<file path="src/rtl/neopixel_chain.sv">
// neopixel_chain: WS2812-class one-wire LED chain driver.
// Reads per-LED colour bytes from a synchronous framebuffer RAM. The LED
// stride and bytes per LED are configurable. Each byte is scaled by a global
// brightness. The bits are sent MSB first, and a low latch window follows.
// The next byte is prefetched so that no gap appears between bytes.
// Ports:
//   clk        system clock
//   rst        asynchronous active-high reset
//   start      request one frame (level, sampled every edge)
//   free_run   1: relaunch automatically after each latch window
//   brightness global scale, sampled at frame start
//   raddr      registered framebuffer read address
//   din        framebuffer data, valid two edges after raddr is registered
//   data       registered serial LED output
//   busy       high from accepted start to end of latch
//   frame_done one-cycle pulse on the final latch cycle
module neopixel_chain #(
  parameter int NUM_LEDS      = 16,
  parameter int BYTES_PER_LED = 3,
  parameter int FB_STRIDE     = 4,
  parameter int FB_BASE       = 0,
  parameter int ADDR_W        = 9,
  parameter int T_BIT         = 25,
  parameter int T0H           = 8,
  parameter int T1H           = 16,
  parameter int RESET_CYCLES  = 1600
) (
  input  logic              clk,
  input  logic              rst,
  input  logic              start,
  input  logic              free_run,
  input  logic [7:0]        brightness,
  output logic [ADDR_W-1:0] raddr,
  input  logic [7:0]        din,
  output logic              data,
  output logic              busy,
  output logic              frame_done
);
  localparam int TOTAL = NUM_LEDS * BYTES_PER_LED;
  localparam int TB_W  = $clog2(T_BIT + 1);
  localparam int BY_W  = $clog2(TOTAL + 1);
  localparam int LC_W  = $clog2(RESET_CYCLES + 1);
  localparam int K_W   = (BYTES_PER_LED > 1) ? $clog2(BYTES_PER_LED) : 1;

  localparam logic [ADDR_W-1:0] BASE_A    = ADDR_W'(FB_BASE);
  localparam logic [ADDR_W-1:0] STRIDE_A  = ADDR_W'(FB_STRIDE);
  localparam logic [TB_W-1:0]   BIT_LAST  = TB_W'(T_BIT - 1);
  localparam logic [BY_W-1:0]   BYTE_LAST = BY_W'(TOTAL - 1);
  localparam logic [BY_W-1:0]   PRE_LAST  = BY_W'(TOTAL - 2);
  localparam logic [LC_W-1:0]   LAT_LAST  = LC_W'(RESET_CYCLES - 1);
  localparam logic [K_W-1:0]    K_LAST    = K_W'(BYTES_PER_LED - 1);

  typedef enum logic [1:0] {IDLE, PRIME, SEND, LATCH} state_t;

  state_t            state_q, state_d;
  logic              prime_cnt, pending;
  logic [TB_W-1:0]   bit_timer;
  logic [2:0]        bit_cnt;
  logic [BY_W-1:0]   byte_idx;
  logic [LC_W-1:0]   latch_cnt;
  logic [ADDR_W-1:0] f_led, nled, naddr;
  logic [K_W-1:0]    f_k, nk;
  logic              vld_p0, vld_p1;
  logic [7:0]        bright_q, shift, prefetch_reg;
  logic [TB_W-1:0]   thr;
  logic              bit_end, byte_end, frame_end, latch_end;
  logic              relaunch, launch, issue;

  // (x * (b + 1)) >> 8: 255 leaves x unchanged, 0 gives 0.
  function automatic logic [7:0] scale(input logic [7:0] x, input logic [7:0] b);
    logic [16:0] p;
    p = {9'd0, x} * ({9'd0, b} + 17'd1);
    return p[15:8];
  endfunction

  assign bit_end   = (state_q == SEND) && (bit_timer == BIT_LAST);
  assign byte_end  = bit_end && (bit_cnt == 3'd7);
  assign frame_end = byte_end && (byte_idx == BYTE_LAST);
  assign latch_end = (state_q == LATCH) && (latch_cnt == LAT_LAST);
  assign relaunch  = free_run || pending || start;
  assign launch    = ((state_q == IDLE) && (start || free_run)) || (latch_end && relaunch);
  // Fetch for byte b+1 is issued when byte b begins; the final byte issues none.
  assign issue     = ((state_q == PRIME) && prime_cnt) ||
                     (byte_end && !frame_end && (byte_idx < PRE_LAST));
  assign thr       = shift[7] ? TB_W'(T1H) : TB_W'(T0H);

  // Next framebuffer address: step within the LED, then jump by the stride.
  always_comb begin
    nled = f_led;
    nk   = f_k + K_W'(1);
    if (f_k == K_LAST) begin
      nled = f_led + STRIDE_A;
      nk   = '0;
    end
    naddr = nled + ADDR_W'(nk);
  end

  always_comb begin
    state_d = state_q;
    unique case (state_q)
      IDLE:    if (start || free_run) state_d = PRIME;
      PRIME:   if (prime_cnt) state_d = SEND;
      SEND:    if (frame_end) state_d = LATCH;
      LATCH:   if (latch_end) state_d = relaunch ? PRIME : IDLE;
      default: state_d = IDLE;
    endcase
  end

  always_ff @(posedge clk or posedge rst) begin
    if (rst) state_q <= IDLE;
    else     state_q <= state_d;
  end

  // p0: address issued; p1: RAM access; p2: scaled byte lands in prefetch_reg
  always_ff @(posedge clk or posedge rst) begin
    if (rst) begin
      raddr      <= BASE_A;
      data       <= 1'b0;
      busy       <= 1'b0;
      frame_done <= 1'b0;
      pending    <= 1'b0;
      prime_cnt  <= 1'b0;
      bit_timer  <= '0;
      bit_cnt    <= '0;
      byte_idx   <= '0;
      latch_cnt  <= '0;
      f_led      <= BASE_A;
      f_k        <= '0;
      vld_p0     <= 1'b0;
      vld_p1     <= 1'b0;
    end else begin
      vld_p0     <= issue;
      vld_p1     <= vld_p0;
      frame_done <= 1'b0;
      if (issue) begin
        raddr <= naddr;
        f_led <= nled;
        f_k   <= nk;
      end
      unique case (state_q)
        PRIME: begin
          prime_cnt <= 1'b1;
          if (prime_cnt) begin
            data      <= 1'b1;
            bit_timer <= '0;
            bit_cnt   <= '0;
            byte_idx  <= '0;
          end
        end
        SEND: begin
          if (bit_end) begin
            bit_timer <= '0;
            if (frame_end) begin
              data       <= 1'b0;
              latch_cnt  <= '0;
              frame_done <= (RESET_CYCLES == 1);
            end else begin
              data <= 1'b1;
              if (byte_end) begin
                bit_cnt  <= '0;
                byte_idx <= byte_idx + BY_W'(1);
              end else begin
                bit_cnt <= bit_cnt + 3'd1;
              end
            end
          end else begin
            bit_timer <= bit_timer + TB_W'(1);
            data      <= (bit_timer + TB_W'(1)) < thr;
          end
        end
        LATCH: begin
          if (latch_end) begin
            if (!relaunch) busy <= 1'b0;
          end else begin
            latch_cnt  <= latch_cnt + LC_W'(1);
            frame_done <= (latch_cnt + LC_W'(1)) == LAT_LAST;
          end
        end
        default: ;
      endcase
      if (launch) begin
        raddr     <= BASE_A;
        f_led     <= BASE_A;
        f_k       <= '0;
        busy      <= 1'b1;
        prime_cnt <= 1'b0;
        data      <= 1'b0;
      end
      // One frame may be queued; a forced free-run repeat makes a latch-time start moot.
      if (launch) pending <= 1'b0;
      else if (start && busy && !((state_q == LATCH) && free_run)) pending <= 1'b1;
    end
  end

  always_ff @(posedge clk) begin
    if (launch) bright_q <= brightness;
    if ((state_q == PRIME) && prime_cnt) shift <= scale(din, bright_q);
    else if (bit_end) shift <= (bit_cnt == 3'd7) ? prefetch_reg : {shift[6:0], 1'b0};
    if (vld_p1) prefetch_reg <= scale(din, bright_q);
  end

endmodule

</file>
<file path="config.mk">
export PLATFORM = sky130hd
export DESIGN_NAME = neopixel_chain
export DESIGN_NICKNAME = d
export VERILOG_FILES = /design/src/rtl/neopixel_chain.sv
export SDC_FILE = /design/constraint.sdc
export NUM_CORES = 1
export LEC_CHECK = 0
export ABC_AREA = 1
export CAP_MARGIN = 10
export CORE_MARGIN = 2
export CORE_UTILIZATION = 30
export CTS_CLUSTER_SIZE = 8
export DETAILED_ROUTE_END_ITERATION = 10
export MAX_ROUTING_LAYER = met4
export PLACE_DENSITY = 0.56
export SLEW_MARGIN = 20
export SYNTH_ARGS = -nofsm -noshare
export SYNTH_HDL_FRONTEND = slang
export SYNTH_SLANG_ARGS = --single-unit
</file>
<file path="constraint.sdc">
create_clock -name clk -period 5.8 [get_ports clk]
set_input_delay 1.16 -clock clk [delete_from_list [all_inputs] [get_ports clk]]
set_output_delay 1.16 -clock clk [all_outputs]
set_load 0.01 [all_outputs]
</file>
# Word-level counts from Yosys, hierarchy flattened
# Index checks and enable logic that the tools add are counted.
[classes]
n_eq_ne = 19
n_mux = 50
magnitude_cmp = 2
n_addsub = 8
n_reduce_logical = 36
n_mul = 1
[ops]
columns = ["op", "count"]
rows = [
  ["9-bit two-way mux", 5],
  ["11-bit two-way mux", 3],
  ["6-bit two-way mux", 4],
  ["8-bit two-way mux", 3],
  ["11-bit == test, second input constant", 2],
  ["11-bit case mux with 2 select lines", 1],
  ["8-bit by 9-bit multiplier with 16-bit output", 1],
  ["2-bit nonzero test", 8],
  ["1-bit two-way mux", 15],
  ["5-bit two-way mux", 3],
  ["2-bit two-way mux", 7],
  ["2-bit inequality test, second input constant", 7],
  ["1-bit logical AND", 12],
  ["3-bit two-way mux", 4],
  ["6-bit case mux with 2 select lines", 1],
  ["4-bit AND reduction", 3],
  ["11-bit by 1-bit adder with 11-bit output, second input constant", 1],
  ["5-bit case mux with 2 select lines", 1],
  ["8-bit by 1-bit adder with 9-bit output, second input constant", 1],
  ["9-bit by 2-bit adder with 9-bit output", 1],
  ["9-bit by 3-bit adder with 9-bit output, second input constant", 1],
  ["2-bit case mux with 4 select lines", 1],
  ["6-bit by 1-bit adder with 6-bit output, second input constant", 1],
  ["2-bit == test, second input constant", 3],
  ["20 further kinds", 27],
]
[word_totals]
ff_bits = 78
out_inout_bits = 12
input_bits = 20

# Longest topological paths before layout
# Gate-level depths: netlist (run 1).
[logic_depth]
depth_word = 10
ltp_mapped = 23
ltp_nobuf = 23

# Least setup slack after synthesis (run 1)
# OpenSTA, ideal clock, no wires.
[synth_path]
path_type = "input port to flip-flop"
startpoint = "input din[7]"
endpoint = "register prefetch_reg[6] (data pin)"
required_time_ps = 5545
arrival_ps = 4642
setup_time_ps = 255
path_stages = 13
path_slack_ps = 903
cell_sequence = "inv_1 > or2_2 > fa_1 > fa_1 > inv_1 > fa_1 > fa_1 > ha_1 > a21oi_1 > o21ai_0 > a21oi_1 > nand3_1 > and2_1"
[synth_between]
elab_chain_len = 1
[synth_lines]
columns = ["element", "line", "source"]
rows = [
  ["start: declaration", "34", "input logic [7:0] din,"],
  ["8-bit by 9-bit multiplier with 16-bit output", "72", "p = {9'd0, x} * ({9'd0, b} + 17'd1);"],
  ["end signal: assignment", "199", "if (vld_p1) prefetch_reg <= scale(din, bright_q);"],
  ["end: declaration", "64", "logic [7:0] bright_q, shift, prefetch_reg;"],
]
# Every way passes these cells.
# A chain may end at the register's enable or synchronous reset.

# Final worst setup path (run 1)
# Same ends and word-level chain as after synthesis.

==> results of run 1 <==
==> final cells by class <==
type | instances | share of cell area [%]
Multi-Input combinational cell | 562 | 51.3
Sequential cell | 76 | 27.9
Inverter | 134 | 6.94
Timing Repair Buffer | 39 | 5.11
Tap cell | 275 | 4.74
Clock buffer | 9 | 3.11
Clock inverter | 7 | 0.966
==> power groups by stage <==
stage	sequential, W	clock (W)	combinational [W]
2_1_floorplan	0.000843	0	0.00229
3_3_place_gp	0.000861	0	0.00291
3_5_place_dp	0.000862	0	0.00293
4_1_cts	0.000853	0.000581	0.00296
5_1_grt	0.000868	0.000601	0.00346
6_report	0.000851	0.000561	0.00291
==> cells in the final DEF, fill, tap and decap left out, types with 2 or more instances in the layout <==
master,instances
nand2_2,7
o211ai_1,7
inv_6,3
mux2i_1,2
nor2_2,6
xor2_1,20
xnor2_1,3
nor2_4,5
inv_2,8
a21oi_1,16
ha_1,47
dfrtp_1,52
o21ai_1,10
inv_1,125
and2_1,8
nand4_1,12
nand2_1,178
buf_4,8
or2_2,4
nor3_1,3
clkbuf_16,9
o21ai_0,32
nand3_2,7
nand3b_1,4
edfxtp_1,24
nand3_1,42
nor2_1,93
nor3_2,2
fa_1,40
a21o_1,2
clkdlybuf4s50_1,31
o21bai_1,3
==> worst register-to-register path, stage by stage, from the launching register on <==
cell and delay, ns:
edfxtp_1 0.40, ha_1 0.19, nand2_1 0.08, nor2_2 0.21, nand3_1 0.12, xor2_1 0.15
buf_4 0.16, nor2_1 0.13, fa_1 0.47, fa_1 0.49, fa_1 0.54, inv_1 0.05
fa_1 0.53, inv_1 0.04, ha_1 0.34, a21o_1 0.21, nand3_1 0.07, nand2_1 0.08
a21oi_1 0.17, nand3_1 0.11, nand3_1 0.10, nand2_1 0.06
==> metal layers <==
layer	vias to the layer above	track usage [%]
met5	-	-
met4	0	4.29
met3	10	1.74
met2	55	21.2
met1	2350	18.5
li1	2545	-
==> how the worst min path moves through the flow <==
stage                           startpoint                to  cells after the start  slack (ns)
after floorplan           vld_p0$_DFF_PP0_  vld_p1$_DFF_PP0_                      0        0.33
after global placement    vld_p0$_DFF_PP0_  vld_p1$_DFF_PP0_                      0        0.36
after detailed placement  vld_p0$_DFF_PP0_  vld_p1$_DFF_PP0_                      0        0.36
after CTS                 vld_p0$_DFF_PP0_  vld_p1$_DFF_PP0_                      0        0.38
after global routing      vld_p0$_DFF_PP0_  vld_p1$_DFF_PP0_                      0        0.39
final                     vld_p0$_DFF_PP0_  vld_p1$_DFF_PP0_                      0        0.38
==> cells by family after synthesis <==
logic type,after synthesis
AO/OA/AOI/OAI,74
XOR/XNOR,24
adder cells (fa/ha/maj),87
buffers and inverters,143
flip-flops,76
multiplexers,2
other,1
AND/OR/NAND/NOR,374
==> per-stage QoR <==
step	utilization (%)	cell area (um2)
2_1_floorplan	-	6300
3_3_place_gp	33.4	6960
3_5_place_dp	33.4	6960
4_1_cts	34.8	7250
5_1_grt	34.8	7250
6_report	34.8	7250
==> impl_metrics.env, run 1 <==
export IMPL_place_hpwl_um=10100
export IMPL_crit_top_cell="fa_1"
export IMPL_max_stage_delay_ns=0.54
export IMPL_cts_resized=0
export IMPL_ys_async_sr_fraction_pct=68.4
export IMPL_firstDrtPassIters=5
export IMPL_synth_top_family_by_area="simple AND/OR/NAND/NOR gates"
export IMPL_clkPwrFrac_pct=13.0
export IMPL_cp_max_fo=6
export IMPL_path_clk_slew_ns=0.07
export IMPL_worstReg2RegEnd="shift[7]$_DFFE_PP_"
export IMPL_timing_rr_start="bright_q[0]$_DFFE_PN_"
export IMPL_vias_per_cell=4.50
export IMPL_crit_arrival_ns=5.45
export IMPL_synth_top_area_share_pct=20.6
export IMPL_crit_chain="clkdlybuf4s50_1 > inv_1 > or2_2 > fa_1 > fa_1 > inv_1 > fa_1 > fa_1 > ha_1 > a21oi_1 > o21ai_0 > a21oi_1 > nand3_1 > and2_1"
export IMPL_combinationalPowerShare_pct=67.3
export IMPL_drv_cap=0
export IMPL_die_w_um=149
export IMPL_worstSetupPathType="in -> reg"
export IMPL_ys_ff_latch=76
export IMPL_yosysSeqAreaShare_pct=32.1
export IMPL_ir_drop_mv=0.318
export IMPL_clock_path_buffers=2
export IMPL_crit_end="prefetch_reg[6]$_DFFE_PP_"
export IMPL_cp_startpoint="din[7]"
export IMPL_clock_skew_ns=0.0106
export IMPL_yosys_area_share_simple_pct=26.6
export IMPL_gp_congestion=0.861
export IMPL_design_core_area_mm2=0.0208
export IMPL_seq_area_mm2=0.00202
export IMPL_grt_pass1_wl_um=23700
export IMPL_holdWs_ns=0.377
export IMPL_synthXorXnorAreaFrac_pct=3.45
export IMPL_slew_violations=0
export IMPL_cts_hold_buf=0
export IMPL_r2r_slack_ns=0.83
export IMPL_start_util_pct=30.3
export IMPL_crit_slowest_cell="fa_1"
export IMPL_portBuffers=31
export IMPL_place_inst=1086
export IMPL_die_area_mm2=0.0222
export IMPL_ioPinCount=32
export IMPL_fin_setup_tns_ns=0
export IMPL_m1WireLength_um=6630
export IMPL_clock_fmax_mhz=187
export IMPL_cts_tree="built"
export IMPL_wl_per_cell_um=11.8
export IMPL_drt_iter0_drc=295
export IMPL_ant_nets=0
export IMPL_hold_path_class="reg -> reg"
export IMPL_synth_compound_area_share_pct=6.55
export IMPL_top_regs="latch_cnt (11), raddr (9)"
export IMPL_wl_met2_um=5860
export IMPL_synth_warnings=0
export IMPL_route_met3_wl_um=351
export IMPL_fin_nets=929
export IMPL_multi_input_area_mm2=0.00372
export IMPL_diodes=0
export IMPL_area_delta_synth_final_pct=15.0
export IMPL_cts_sinks=76
export IMPL_synthesis_area_mm2=0.00630
export IMPL_antenna_found_initial=0
export IMPL_vias=4960
export IMPL_synthCells=781
export IMPL_synth_edf_count=24
export IMPL_grt_pass1_vias=5045
export IMPL_power_density_mw_per_mm2=596
export IMPL_slew_headroom_pct=55.1
export IMPL_cts_root_buffer="clkbuf_16"
export IMPL_largest_reg_flops=11
export IMPL_cellLeakagePower_nw=3.56
export IMPL_ys_types=43
export IMPL_yosys_top_cells_count="178 x nand2_1, 126 x inv_1, 93 x nor2_1"
export IMPL_h_tree_depth=3
export IMPL_post_place_ws_ns=0.108
export IMPL_switching_share_pct=50.0
export IMPL_drive_above_1_share_pct=7.98
export IMPL_critPathLaunchType="input port"
export IMPL_fin_crit_ns=5.35
export IMPL_largest_register="latch_cnt"
export IMPL_synth_fa_ha_area_share_pct=22.0
export IMPL_die_y_um=149
export IMPL_fin_crit_sh_pct=92.2
export IMPL_synth_area_top_cells="dfrtp_1 21%, fa_1 13%, edfxtp_1 11%"
export IMPL_drc_errors=0
export IMPL_finalWorstSetupSlack_ns=0.451
export IMPL_path_buf_inv=3
export IMPL_p_switching_w=0.00216
export IMPL_yosysMostFrequentCell="nand2_1"
export IMPL_cts_buffers_inserted=9
export IMPL_avgSynthCellArea_um2=8.07
export IMPL_clk_latency_ns=0.35
export IMPL_synth_flop_cell="dfrtp_1"
export IMPL_num_rows=53
export IMPL_worstSetupEndpointType="flip-flop"
export IMPL_p_total_w=0.00432
export IMPL_synth_nets=888
export IMPL_fillCellCount=2215
export IMPL_hold_viol_final=0
export IMPL_track_usage_pct=13.6
export IMPL_status="complete, no violations"
export IMPL_rsz0062_at_grt="false"
export IMPL_grt_overflow_total=0
export IMPL_p_seq_share_pct=19.7
export IMPL_reg2regPathDepth=21
export IMPL_setup_viol=0
export IMPL_synthMuxAreaShare_pct=0.318
export IMPL_p_int_w=0.00216
export IMPL_critical_path_top_delay_family="adder cells"
export IMPL_worst_pin_slew_ns=0.674
export IMPL_cp_depth=14
export IMPL_grt_max_degree=53
export IMPL_yosysTopAreaCell="dfrtp_1"
export IMPL_drt_total_wl_um=13000
export IMPL_cts_setup_buffers=0
export IMPL_highest_layer="met4"
export IMPL_cp_required_ns=5.91
export IMPL_stdcell_count=1102
(Power assumes the default switching activity.)
==> inputs of run 2 (changes only) <==
PLACE_DENSITY = default   (was 0.56)
PLACE_DENSITY_LB_ADDON = 0.15   (was default)
==> impl_metrics.env, run 2 (same netlist as run 1, synthesis figures left out) <==
export IMPL_status="complete, no violations"
export IMPL_slew_headroom_pct=54.1
export IMPL_fin_setup_tns_ns=0
export IMPL_area_delta_synth_final_pct=14.9
export IMPL_h_tree_depth=3
export IMPL_diodes=0
export IMPL_critPathLaunchType="input port"
export IMPL_hold_path_class="reg -> reg"
export IMPL_worst_pin_slew_ns=0.689
export IMPL_timing_rr_start="bright_q[0]$_DFFE_PN_"
export IMPL_top_regs="latch_cnt (11), raddr (9)"
export IMPL_design_core_area_mm2=0.0208
export IMPL_cts_buffers_inserted=9
export IMPL_grt_max_degree=53
export IMPL_drv_cap=0
export IMPL_crit_end="prefetch_reg[6]$_DFFE_PP_"
export IMPL_cts_root_buffer="clkbuf_16"
export IMPL_place_inst=1086
export IMPL_die_w_um=149
export IMPL_m1WireLength_um=6870
export IMPL_crit_top_cell="fa_1"
export IMPL_largest_register="latch_cnt"
export IMPL_grt_pass1_vias=5143
export IMPL_wl_met2_um=6270
export IMPL_crit_arrival_ns=5.37
export IMPL_layout_common_cells="178 x nand2_1, 125 x inv_1, 93 x nor2_1, 52 x dfrtp_1, 47 x ha_1"
export IMPL_ir_drop_mv=0.351
export IMPL_power_density_mw_per_mm2=595
export IMPL_r2r_slack_ns=0.75
export IMPL_fin_nets=929
export IMPL_drt_total_wl_um=13700
export IMPL_wl_per_cell_um=12.5
export IMPL_worstSetupPathType="in -> reg"
export IMPL_cellLeakagePower_nw=3.56
export IMPL_clk_latency_ns=0.34
export IMPL_worstSetupEndpointType="flip-flop"
export IMPL_die_y_um=149
export IMPL_rsz0062_at_grt="false"
export IMPL_gp_congestion=0.843
export IMPL_clock_fmax_mhz=190
export IMPL_stdcell_count=1102
export IMPL_fillCellCount=2207
export IMPL_reg2regPathDepth=19
export IMPL_cp_max_fo=8
export IMPL_clock_skew_ns=0.00866
export IMPL_clock_path_buffers=2
export IMPL_drive_above_1_share_pct=7.98
export IMPL_highest_layer="met4"
export IMPL_hold_viol_final=0
export IMPL_grt_overflow_total=0
export IMPL_drt_iter0_drc=256
export IMPL_largest_reg_flops=11
export IMPL_cts_tree="built"
export IMPL_max_stage_delay_ns=0.50
export IMPL_final_common_cell="nand2_1"
export IMPL_path_clk_slew_ns=0.07
export IMPL_antenna_found_initial=0
export IMPL_num_rows=53
export IMPL_ioPinCount=32
export IMPL_cp_startpoint="din[4]"
export IMPL_route_met3_wl_um=406
export IMPL_worstReg2RegEnd="prefetch_reg[6]$_DFFE_PP_"
export IMPL_track_usage_pct=14.3
export IMPL_finalWorstSetupSlack_ns=0.525
export IMPL_fin_crit_ns=5.27
export IMPL_start_util_pct=30.3
export IMPL_cts_sinks=76
export IMPL_cts_resized=0
export IMPL_cts_setup_buffers=0
export IMPL_firstDrtPassIters=4
export IMPL_vias=4878
export IMPL_ant_nets=0
export IMPL_grt_pass1_wl_um=24800
export IMPL_drc_errors=0
export IMPL_crit_slowest_cell="fa_1"
export IMPL_slew_violations=0
export IMPL_setup_viol=0
export IMPL_cp_required_ns=5.90
export IMPL_post_place_ws_ns=0.157
export IMPL_cts_hold_buf=0
export IMPL_crit_chain="clkdlybuf4s50_1 > inv_1 > or2_2 > fa_1 > fa_1 > inv_1 > fa_1 > fa_1 > ha_1 > a21oi_1 > o21ai_0 > a21oi_1 > nand3_1 > and2_1"
export IMPL_vias_per_cell=4.43
export IMPL_fin_crit_sh_pct=90.9
export IMPL_place_hpwl_um=10700
export IMPL_portBuffers=31
export IMPL_die_area_mm2=0.0222
run 2: cell types whose count changed in the layout (fill, tap and decap cells not counted), sizes merged:
cell	previous run	this run
clkinvlp	1	2
inv	137	136
run 2: how the worst min path moves through the flow:
| stage | start | end | slack, ns | cells after the start |
|---|---|---|---|---|
| 2_1_floorplan | vld_p0$_DFF_PP0_ | vld_p1$_DFF_PP0_ | 0.33 | 0 |
| 3_3_place_gp | vld_p0$_DFF_PP0_ | vld_p1$_DFF_PP0_ | 0.33 | 0 |
| 3_5_place_dp | vld_p0$_DFF_PP0_ | vld_p1$_DFF_PP0_ | 0.34 | 0 |
| 4_1_cts | vld_p0$_DFF_PP0_ | vld_p1$_DFF_PP0_ | 0.35 | 0 |
| 5_1_grt | vld_p0$_DFF_PP0_ | vld_p1$_DFF_PP0_ | 0.36 | 0 |
| 6_report | vld_p0$_DFF_PP0_ | vld_p1$_DFF_PP0_ | 0.35 | 0 |
run 2: critical path: cells and delay by family:
kind,cells,cell delay [ns]
adder cells (fa/ha/maj),5,2.30
buffers and inverters,3,0.69
AND/OR/NAND/NOR,3,0.62
AO/OA/AOI/OAI,3,0.60
run 2: area by class of cell:
class                           count  area [um2]  share of cell area [%]
Clock buffer                        9         225                    3.11
Clock inverter                      7        60.1                   0.829
Inverter                          134         503                    6.95
Multi-Input combinational cell    562        3720                    51.3
Sequential cell                    76        2020                    27.9
Tap cell                          275         344                    4.75
Timing Repair Buffer               39         370                    5.11
run 2: report_power, final:
group	switching (W)	total, W	internal, W
sequential	0.0000734	0.000850	0.000776
clock	0.000246	0.000543	0.000297
combinational	0.00183	0.00292	0.00108
total	0.00215	0.00431	0.00216
run 2: layer usage:
metal	up-vias	track usage (%)
li1	2537	-
met1	2289	18.4
met2	42	23.3
met3	10	2.35
met4	0	4.29
met5	-	-
run 2: per-stage QoR:
stage / total power, W / hold WS, ns / instance area (um2) / utilization, %
floorplan: 0.00314 / 0.331 / 6300 / -
global placement: 0.00386 / 0.333 / 6960 / 33.4
detailed placement: 0.00382 / 0.336 / 6960 / 33.4
CTS: 0.00440 / 0.351 / 7240 / 34.8
global route: 0.00494 / 0.365 / 7240 / 34.8
finish: 0.00431 / 0.348 / 7240 / 34.8
==> inputs of run 3 (changes only) <==
CTS_BUF_LIST = sky130_fd_sc_hd__clkbuf_8   (was default)
==> impl_metrics.env, run 3 (same netlist as run 1, synthesis figures left out) <==
export IMPL_worst_pin_slew_ns=0.686
export IMPL_wl_per_cell_um=12.5
export IMPL_top_regs="latch_cnt (11), raddr (9)"
export IMPL_portBuffers=31
export IMPL_drv_cap=0
export IMPL_drive_above_1_share_pct=7.98
export IMPL_drt_iter0_drc=202
export IMPL_ir_drop_mv=0.351
export IMPL_min_from="vld_p0$_DFF_PP0_"
export IMPL_track_usage_pct=14.3
export IMPL_cellLeakagePower_nw=3.51
export IMPL_holdWs_ns=0.354
export IMPL_clock_path_buffers=2
export IMPL_finish_utilization_pct=34.3
export IMPL_grt_max_degree=53
export IMPL_die_y_um=149
export IMPL_worstSetupPathType="in -> reg"
export IMPL_finalWorstSetupSlack_ns=0.551
export IMPL_status="complete, no violations"
export IMPL_cts_sinks=76
export IMPL_p_seq_share_pct=20.4
export IMPL_fillCellCount=2222
export IMPL_critPathLaunchType="input port"
export IMPL_vias=4883
export IMPL_worstSetupEndpointType="flip-flop"
export IMPL_cp_required_ns=5.93
export IMPL_post_place_ws_ns=0.157
export IMPL_power_density_mw_per_mm2=582
export IMPL_final_common_cell="nand2_1"
export IMPL_layout_common_cells="178 x nand2_1, 125 x inv_1, 93 x nor2_1, 52 x dfrtp_1, 47 x ha_1"
export IMPL_p_switching_w=0.00213
export IMPL_cts_setup_buffers=0
export IMPL_hold_viol_final=0
export IMPL_path_clk_slew_ns=0.09
export IMPL_grt_pass1_wl_um=24800
export IMPL_largest_register="latch_cnt"
export IMPL_clock_fmax_mhz=191
export IMPL_place_inst=1086
export IMPL_fin_setup_tns_ns=0
export IMPL_cts_tree="built"
export IMPL_cp_startpoint="din[4]"
export IMPL_antenna_found_initial=0
export IMPL_fin_crit_ns=5.25
export IMPL_cts_resized=0
export IMPL_clk_latency_ns=0.37
export IMPL_fin_nets=929
export IMPL_slew_headroom_pct=54.3
export IMPL_fin_crit_sh_pct=90.5
export IMPL_setup_viol=0
export IMPL_slew_violations=0
export IMPL_start_util_pct=30.3
export IMPL_diodes=0
export IMPL_combinationalPowerShare_pct=70.1
export IMPL_timing_rr_start="bright_q[0]$_DFFE_PN_"
export IMPL_highest_layer="met4"
export IMPL_reg2regPathDepth=19
export IMPL_worstReg2RegEnd="prefetch_reg[6]$_DFFE_PP_"
export IMPL_drt_total_wl_um=13800
export IMPL_rsz0062_at_grt="false"
export IMPL_ioPinCount=32
export IMPL_largest_reg_flops=11
export IMPL_cts_root_buffer="clkbuf_8"
export IMPL_num_rows=53
export IMPL_cts_hold_buf=0
export IMPL_gp_congestion=0.843
export IMPL_cts_buffers_inserted=9
export IMPL_wl_met2_um=6270
export IMPL_route_met3_wl_um=488
export IMPL_die_area_mm2=0.0222
export IMPL_p_int_w=0.00202
export IMPL_firstDrtPassIters=5
export IMPL_crit_end="prefetch_reg[6]$_DFFE_PP_"
export IMPL_grt_overflow_total=0
export IMPL_r2r_slack_ns=0.73
export IMPL_place_hpwl_um=10700
export IMPL_stdcell_count=1102
export IMPL_crit_arrival_ns=5.38
export IMPL_ant_nets=0
export IMPL_cp_max_fo=8
export IMPL_clkPwrFrac_pct=9.5
export IMPL_design_core_area_mm2=0.0208
export IMPL_m1WireLength_um=6870
export IMPL_die_w_um=149
export IMPL_switching_share_pct=51.3
export IMPL_clock_skew_ns=0.0128
export IMPL_drc_errors=0
export IMPL_area_delta_synth_final_pct=13.3
export IMPL_h_tree_depth=3
export IMPL_hold_path_class="reg -> reg"
export IMPL_grt_pass1_vias=5147
export IMPL_vias_per_cell=4.43
[run 3: critical path, cell delays in order]
cell	delay, ns
clkdlybuf4s50_1	0.48
inv_1	0.16
or2_2	0.35
fa_1	0.49
fa_1	0.49
inv_1	0.06
fa_1	0.50
fa_1	0.49
ha_1	0.33
a21oi_1	0.25
o21ai_0	0.16
a21oi_1	0.19
nand3_1	0.11
and2_1	0.16
[run 3: how the worst min path moves through the flow]
stage	to	slack [ns]	cells past startpoint
6_report	vld_p1$_DFF_PP0_	0.35	0
5_1_grt	vld_p1$_DFF_PP0_	0.37	0
4_1_cts	vld_p1$_DFF_PP0_	0.36	0
3_5_place_dp	vld_p1$_DFF_PP0_	0.34	0
3_3_place_gp	vld_p1$_DFF_PP0_	0.33	0
2_1_floorplan	vld_p1$_DFF_PP0_	0.33	0
[run 3: metal layers]
metal / GRT usage, % / up-vias
met1: 18.4 / 2292
met4: 3.57 / 0
met5: - / -
met2: 23.3 / 48
met3: 2.72 / 9
li1: - / 2534
[run 3: power by group through the flow]
stage	sequential [W]	combinational [W]	clock (W)
after CTS	0.000850	0.00298	0.000422
final	0.000848	0.00291	0.000394
after detailed placement	0.000860	0.00296	0
after global placement	0.000862	0.00299	0
after floorplan	0.000843	0.00229	0
after global routing	0.000866	0.00347	0.000442
[run 3: cell type report]
cell class                 instances  area, um2  area share [%]
clock inverter                     7       60.1           0.841
inverter                         134        503            7.04
multi-input combinational        562       3720            52.1
timing repair buffer              39        370            5.19
clock buffer                       9        124            1.73
sequential                        76       2020            28.3
tap                              275        344            4.82
[run 3: metrics by stage]
step | instance area [um2] | total power, W
floorplan | 6300 | 0.00314
global placement | 6960 | 0.00386
detailed placement | 6960 | 0.00382
CTS | 7140 | 0.00425
global route | 7140 | 0.00478
finish | 7140 | 0.00415
